File: config.mk
export PLATFORM = sky130hd
export DESIGN_NAME = button_conditioner_flat
export DESIGN_NICKNAME = d
export VERILOG_FILES = /design/src/rtl/button_conditioner_if.sv /design/src/rtl/button_conditioner.sv /design/src/flat_wrapper.sv
export SDC_FILE = /design/constraint.sdc
export NUM_CORES = 1
export LEC_CHECK = 0
export BUFFER_PORTS_ARGS = -buffer_cell sky130_fd_sc_hd__buf_2
export CAP_MARGIN = 20
export CORE_MARGIN = 5
export CORE_UTILIZATION = 29
export DETAILED_ROUTE_END_ITERATION = 12
export PLACE_DENSITY = 0.53
export SYNTH_ARGS = -nofsm -noshare
export SYNTH_HDL_FRONTEND = slang
export SYNTH_SLANG_ARGS = --single-unit
File: constraint.sdc
create_clock -name clk -period 2.9 [get_ports clk]
set_clock_uncertainty 0.05 [all_clocks]
set_input_delay 0.58 -clock clk [delete_from_list [all_inputs] [get_ports clk]]
set_output_delay 0.58 -clock clk [all_outputs]
set_load 0.05 [all_outputs]
File: src/rtl/button_conditioner_if.sv
// Button-side bundle: raw active-low key and enable in, conditioned step/level flags out.
interface button_conditioner_if;
    logic butt_n;
    logic en;
    logic step;
    logic pressed;
    logic repeating;

    modport master (output butt_n, output en, input step, input pressed, input repeating);
    modport slave  (input butt_n, input en, output step, output pressed, output repeating);
endinterface

File: src/rtl/button_conditioner.sv
// Synchronises and debounces one active-low key, emitting a step pulse on press and
// hold-to-repeat steps (first after HOLD_CYC, then every REPEAT_CYC) while held.
//
//   state      | meaning
//   -----------+----------------------------------------------------------
//   IDLE       | key released and settled
//   PRESS_DB   | key seen down, waiting for it to stay down DEBOUNCE_CYC
//   HOLD       | press accepted, first step issued, timing the hold delay
//   REPEAT     | held past the hold delay, stepping every REPEAT_CYC
//   RELEASE_DB | key seen up, waiting for DEBOUNCE_CYC of quiet
module button_conditioner #(
    parameter int DEBOUNCE_CYC = 1_000_000,
    parameter int HOLD_CYC     = 25_000_000,
    parameter int REPEAT_CYC   = 12_500_000,
    parameter int CNTW         = 26
) (
    input  logic                 clk,
    input  logic                 rst,
    button_conditioner_if.slave  bus
);

    typedef enum logic [2:0] {
        IDLE,
        PRESS_DB,
        HOLD,
        REPEAT,
        RELEASE_DB
    } state_t;

    localparam logic [CNTW-1:0] DB_LAST   = CNTW'(DEBOUNCE_CYC - 1);
    localparam logic [CNTW-1:0] HOLD_LAST = CNTW'(HOLD_CYC - 1);
    localparam logic [CNTW-1:0] REP_LAST  = CNTW'(REPEAT_CYC - 1);

    state_t          state;
    logic [CNTW-1:0] cnt;
    logic            sync1;
    logic            sync2;
    logic            btn;
    logic            step_r;
    logic            pressed_r;
    logic            repeating_r;

    assign btn           = ~sync2;
    assign bus.step      = step_r;
    assign bus.pressed   = pressed_r;
    assign bus.repeating = repeating_r;

    // The synchroniser keeps running while disabled so en can rise onto a settled level.
    always_ff @(posedge clk) begin
        if (rst) begin
            sync1 <= 1'b1;
            sync2 <= 1'b1;
        end else begin
            sync1 <= bus.butt_n;
            sync2 <= sync1;
        end
    end

    always_ff @(posedge clk) begin
        if (rst || !bus.en) begin
            state       <= IDLE;
            cnt         <= '0;
            step_r      <= 1'b0;
            pressed_r   <= 1'b0;
            repeating_r <= 1'b0;
        end else begin
            step_r <= 1'b0;
            case (state)
                IDLE: begin
                    if (btn) begin
                        state <= PRESS_DB;
                        cnt   <= '0;
                    end
                end
                PRESS_DB: begin
                    if (!btn) begin
                        state <= IDLE;
                        cnt   <= '0;
                    end else if (cnt == DB_LAST) begin
                        state     <= HOLD;
                        cnt       <= '0;
                        step_r    <= 1'b1;
                        pressed_r <= 1'b1;
                    end else begin
                        cnt <= cnt + CNTW'(1);
                    end
                end
                HOLD: begin
                    if (!btn) begin
                        state       <= RELEASE_DB;
                        cnt         <= '0;
                        pressed_r   <= 1'b0;
                        repeating_r <= 1'b0;
                    end else if (cnt == HOLD_LAST) begin
                        state       <= REPEAT;
                        cnt         <= '0;
                        step_r      <= 1'b1;
                        repeating_r <= 1'b1;
                    end else begin
                        cnt <= cnt + CNTW'(1);
                    end
                end
                REPEAT: begin
                    // Release wins over a step due on the same edge.
                    if (!btn) begin
                        state       <= RELEASE_DB;
                        cnt         <= '0;
                        pressed_r   <= 1'b0;
                        repeating_r <= 1'b0;
                    end else if (cnt == REP_LAST) begin
                        cnt    <= '0;
                        step_r <= 1'b1;
                    end else begin
                        cnt <= cnt + CNTW'(1);
                    end
                end
                RELEASE_DB: begin
                    if (btn) begin
                        cnt <= '0;
                    end else if (cnt == DB_LAST) begin
                        state <= IDLE;
                        cnt   <= '0;
                    end else begin
                        cnt <= cnt + CNTW'(1);
                    end
                end
                default: begin
                    state       <= IDLE;
                    cnt         <= '0;
                    pressed_r   <= 1'b0;
                    repeating_r <= 1'b0;
                end
            endcase
        end
    end

endmodule

File: src/flat_wrapper.sv
// flat-port wrapper written by rule: the top's interface ports become plain ports
module button_conditioner_flat 
#(
    parameter int DEBOUNCE_CYC = 1_000_000,
    parameter int HOLD_CYC     = 25_000_000,
    parameter int REPEAT_CYC   = 12_500_000,
    parameter int CNTW         = 26
)
  (clk, rst, bus_butt_n, bus_en, bus_step, bus_pressed, bus_repeating);
  button_conditioner_if bus_i ();
  input  logic clk;
  input  logic rst;
  input wire logic [$bits(bus_i.butt_n)-1:0] bus_butt_n;
  input wire logic [$bits(bus_i.en)-1:0] bus_en;
  output wire logic [$bits(bus_i.step)-1:0] bus_step;
  output wire logic [$bits(bus_i.pressed)-1:0] bus_pressed;
  output wire logic [$bits(bus_i.repeating)-1:0] bus_repeating;
  assign bus_i.butt_n = bus_butt_n;
  assign bus_i.en = bus_en;
  assign bus_step = bus_i.step;
  assign bus_pressed = bus_i.pressed;
  assign bus_repeating = bus_i.repeating;
  button_conditioner #(.DEBOUNCE_CYC(DEBOUNCE_CYC), .HOLD_CYC(HOLD_CYC), .REPEAT_CYC(REPEAT_CYC), .CNTW(CNTW)) u_core (.clk(clk), .rst(rst), .bus(bus_i));
endmodule
Word-level counts from Yosys, hierarchy flattened --
Index checks and enable logic that the tools add are counted.
Storage, ports and cells: logic and storage cells 67, flip-flop bits (word level) 34
Cells by class: reductions and logical operators 9, bitwise gates (word level) 2, add/sub/neg operators 1, mux-type cells 32, equality and inequality tests 16
Operators with widths (count):
- $mux W26 | 8
- $pmux W26 S5 | 1
- $add A26 B1 Y26 const B | 1
- $eq A26 B20 Y1 const B | 1
- $eq A26 B24 Y1 const B | 1
- $eq A26 B25 Y1 const B | 1
- $mux W3 | 8
- $pmux W3 S5 | 1
- $mux W1 | 11
- $ne A2 B1 Y1 const B | 5
- $pmux W1 S3 | 3
- $eq A3 B2 Y1 const B | 2
- $ne A3 B1 Y1 const B | 2
- $reduce_and A6 Y1 | 1
- $ne A2 B2 Y1 const B | 2
- $reduce_and A4 Y1 | 1
- $reduce_or A2 Y1 | 2
- $eq A3 B1 Y1 const B | 1
- $eq A3 B3 Y1 const B | 1
- $logic_not A3 Y1 | 1
- $reduce_and A3 Y1 | 1
- $reduce_or A3 Y1 | 1
- $not A1 Y1 | 2
- $logic_not A1 Y1 | 1
- $logic_or A1 B1 Y1 | 1

Logic depth before layout (Yosys ltp) --
depth after elaboration 4, depth in mapped cells 9, mapped depth without buffers 7

Worst setup path before layout --
Ideal clock, no wire load.
kind register -> register, start point register u_core.cnt[5], end point register u_core.cnt[14], buffers on the path 1, clock period less this slack 2.403 ns, required time 2.728 ns, setup slack 0.497 ns, arrival time 2.232 ns, cell stages (with the launch flop) 8, cells stage by stage dfxtp_1 buf_6 or4b_1 or4_1 o2111ai_2 a31oi_4 and3_1 a221o_1
Between the ends: cells in the longest elaborated chain, start to end 4
RTL lines:
- start: declaration | line button_conditioner.sv:35 | logic [CNTW-1:0] cnt;
- start signal: assignment | line button_conditioner.sv:85 | cnt <= cnt + CNTW'(1);
- start signal: assignment | line button_conditioner.sv:100 | cnt <= cnt + CNTW'(1);
- start signal: assignment | line button_conditioner.sv:114 | cnt <= cnt + CNTW'(1);
- $add A26 B1 Y26, or another cell as far along
- $mux W26, on equally long branches (2 in a row)
- $pmux W26 S5 * | line button_conditioner.sv:68 | case (state)
Every way passes the cells marked *; elsewhere a longest branch is shown, timed or not. A chain may end at the register's enable or synchronous reset.

Worst setup path in the final report --
start point register u_core.cnt[15], end point register u_core.cnt[14]
Between the ends: cells in the longest elaborated chain, start to end 4
RTL lines (line):
- $eq A26 B20 Y1, or another cell as far along | button_conditioner.sv:79, button_conditioner.sv:120
- $mux W26, on equally long branches (2 in a row)
- $pmux W26 S5 * | button_conditioner.sv:68
Marked as above.

==> impl_results.md <==
- Core area: about 6400 um2
- Primary FF master, synth: dfxtp_1
- WS Path Type: reg2reg
- CTS clk-pin slew, worst paths: 70 ps
- CP Max Fanout: 18
- Drt first pass iters: 4
- DP HPWL: 3574 um
- Post-Syn Instances: approximately 250
- Synthesized area per cell: 7.762 um2
- Warnings from Yosys: 0
- RSZ-0062 raised after global routing: no
- # DRC: 0
- Maxcap violations: 0
- Final Hold Vio Count: 0
- Seq. cell area: about 700 um2
- Global-route wire length before repair: about 8300 um
- Slew margin rel.: 0.6463
- Global Route Usage Sum: 0.1214
- Final worst-path cycle share: 0.8880
- Largest net degree at the start of global routing: 19
- GR Overflow Total: 0
- CP Cell Sequence: or4b_1 -> or4_1 -> o2111ai_2 -> a31oi_4 -> and3_1 -> a221o_1
- Clock H-tree levels: 2
- Cell area after synthesis: 1909 um2
- Power per cell area: 418.7 nW/um2
- Post-synth top area share: 0.3565
- Most frequent cells in the layout: dfxtp_1 (34), nand2_1 (25), nand3_1 (22)
- Number of flops mapped to enable cells by yosys: 0
- Via count: 1855
- Via density: 5.554
- Fmax: 388.3 MHz
- Post-Route WL: 4967 um
- Lkg Pwr: 0.7356 nW
- Syn_nets: 251
- Initial Util: 0.2990
- Worst vdd ir: approximately 0.25 mV
- Final slew viol count: 0
- Port-buffer cells: 6
- Worst Hold Class: reg2reg
- Bufs on Longest Clock Path: 2
- Slowest CP cell: or4_1
- Top cells by area, synth: dfxtp_1 (36%), nand3_1 (5.8%), a21oi_1 (5.2%)
- Post-CTS Hold Buffers: 0
- Postcts setup bufs: 0
- Root buf cell: clkbuf_8
- Area grow syn2layout: 14.15%
- Final nets: 261
- DRT iter0 DRCs: 148
- Sequential area share after synthesis: 0.3565
- Site Rows: 29
- Post-DR wirelength/cell: 14.87 um
- Final ANT Viol Nets: 0
- Clk_lat worst skew: 290 ps
- GPL Wtd Cong: about 0.87
- Die height: 91.14 um
- N_diodes: 0
- Die Wd: around 91 um
- CTS buffer count: 5
- Die area: 8307 um2
- Arr. time, crit path: 2700 ps
- Synth Register Bits: 34
- Ys async rst share: 0
- Worst path max stage delay: 510 ps
- Worst setup EP type: flip-flop
- Clock Sink Count: 34
- Critical path data required time: 3030 ps
- Final Setup Violations: 0
- Fillers: a little under 700
- CP startpoint kind: flip-flop
- Post-CTS sizing: 0
- Yosys top cell by area: dfxtp_1
- Fin util: 0.3413
- Commonest non-fill, non-tap cell in the layout: dfxtp_1
- CTS tree: done
- Initial antenna violation count: 0
- Total negative slack: 0 ps
- Yosys cell types: 44
- Least-Margin Pin Slew: 530.5 ps
- Layout cells sized above 1: 0.1401
- I/O Pins: 7
- Minimum clock period: approximately 2600 ps
- Vias in the first global route: approximately 1600
- Footprint of the multi-input gates: 1142 um2
- Outcome: finished clean
-- cell type report --
type | instances | share of cell area
Clock buffer | 8 | 0.05052
Sequential cell | 34 | 0.3123
Multi-Input combinational cell | 192 | 0.5241
Timing Repair Buffer | 21 | 0.06544
Inverter | 2 | 0.003444
Tap cell | 77 | 0.04420
-- worst max-delay path: cells and delay by family (launching register included) --
kind            cells  cell delay, ps
compound gates      3             780
flops               1             410
simple gates        3            1220
-- per-stage QoR --
step                      total power (W)  cells  hold slack [ps]  worst slack, ps  cell area, um2
after global placement          0.0005055    326            342.2            373.3            2069
after floorplan                 0.0004944    246            339.5            496.7            1909
after global routing            0.0009447    334            377.8            173.9            2180
final                           0.0009125    334            362.2            324.8            2180
after detailed placement        0.0005057    326            345.5            317.6            2069
after CTS                       0.0009247    334            362.5            298.1            2180
-- where the power goes --
part	total, W	internal (W)	leakage (nW)	switching (W)
Sequential	0.000470	0.000468	0.274	0.00000235
Clock	0.000418	0.000240	0.0575	0.000178
Combinational	0.0000241	0.00000844	0.404	0.0000157
Total	0.000913	0.000717	0.736	0.000196
-- path summary, 6_finish.rpt --
| path | startpoint | to | slack, ps | cells past startpoint |
|---|---|---|---|---|
| max | u_core.cnt[15] | u_core.cnt[14] | 320 | 6 |
| min | u_core.sync1 | u_core.sync2 | 360 | 1 |
| max reg2reg | u_core.cnt[15] | u_core.cnt[14] | 320 | 6 |
| min reg2reg | u_core.sync1 | u_core.sync2 | 360 | 1 |
-- layer usage --
metal,up-vias,track usage,wire (um)
met5,-,0,0
met3,6,0.02231,244
met1,865,0.1714,2435
met4,0,0.03301,52
met2,39,0.1893,2235
li1,945,-,-
-- state kept, by name, indices dropped and copies added, names as in the netlist --
register / cells
u_core.sync2: 1
u_core.bus.pressed: 1
u_core.sync1: 1
u_core.bus.repeating: 1
u_core.bus.step: 1
u_core.state: 3
u_core.cnt: 26
-- Yosys cell counts, types with 2 or more instances --
cell and count:
a22oi_1 3, a211oi_1 2, xor2_1 4, a41oi_1 2
and4_1 5, a31oi_1 14, buf_2 3, nand2_1 25
a22o_1 2, o21ai_1 3, nand2b_1 5, clkbuf_1 14
or4_1 4, a21oi_1 20, inv_1 2, or2_2 3
nor3_1 8, nand3_1 22, and2_1 2, o21ai_0 5
mux2i_1 3, dfxtp_1 34, nand4_1 9, xnor2_1 2
and3_1 5, nor2_1 20, nor3b_1 2, nor4_1 4
nand3b_1 4
-- logic make-up (layout without fill, tap and decap cells) --
group                      Yosys count  in the layout  synth area share
and+or+nand+nor                    125            125            0.3519
AOI/OAI and AO/OA                   57             57            0.1966
DFF                                 34             34            0.3565
buffers and inverters               20             31           0.04521
xor gates and xnor gates             6              6           0.02752
muxes                                3              3           0.01573
adders and majority gates            1              1          0.006552
No activity file was read; power rests on OpenSTA's default activity.
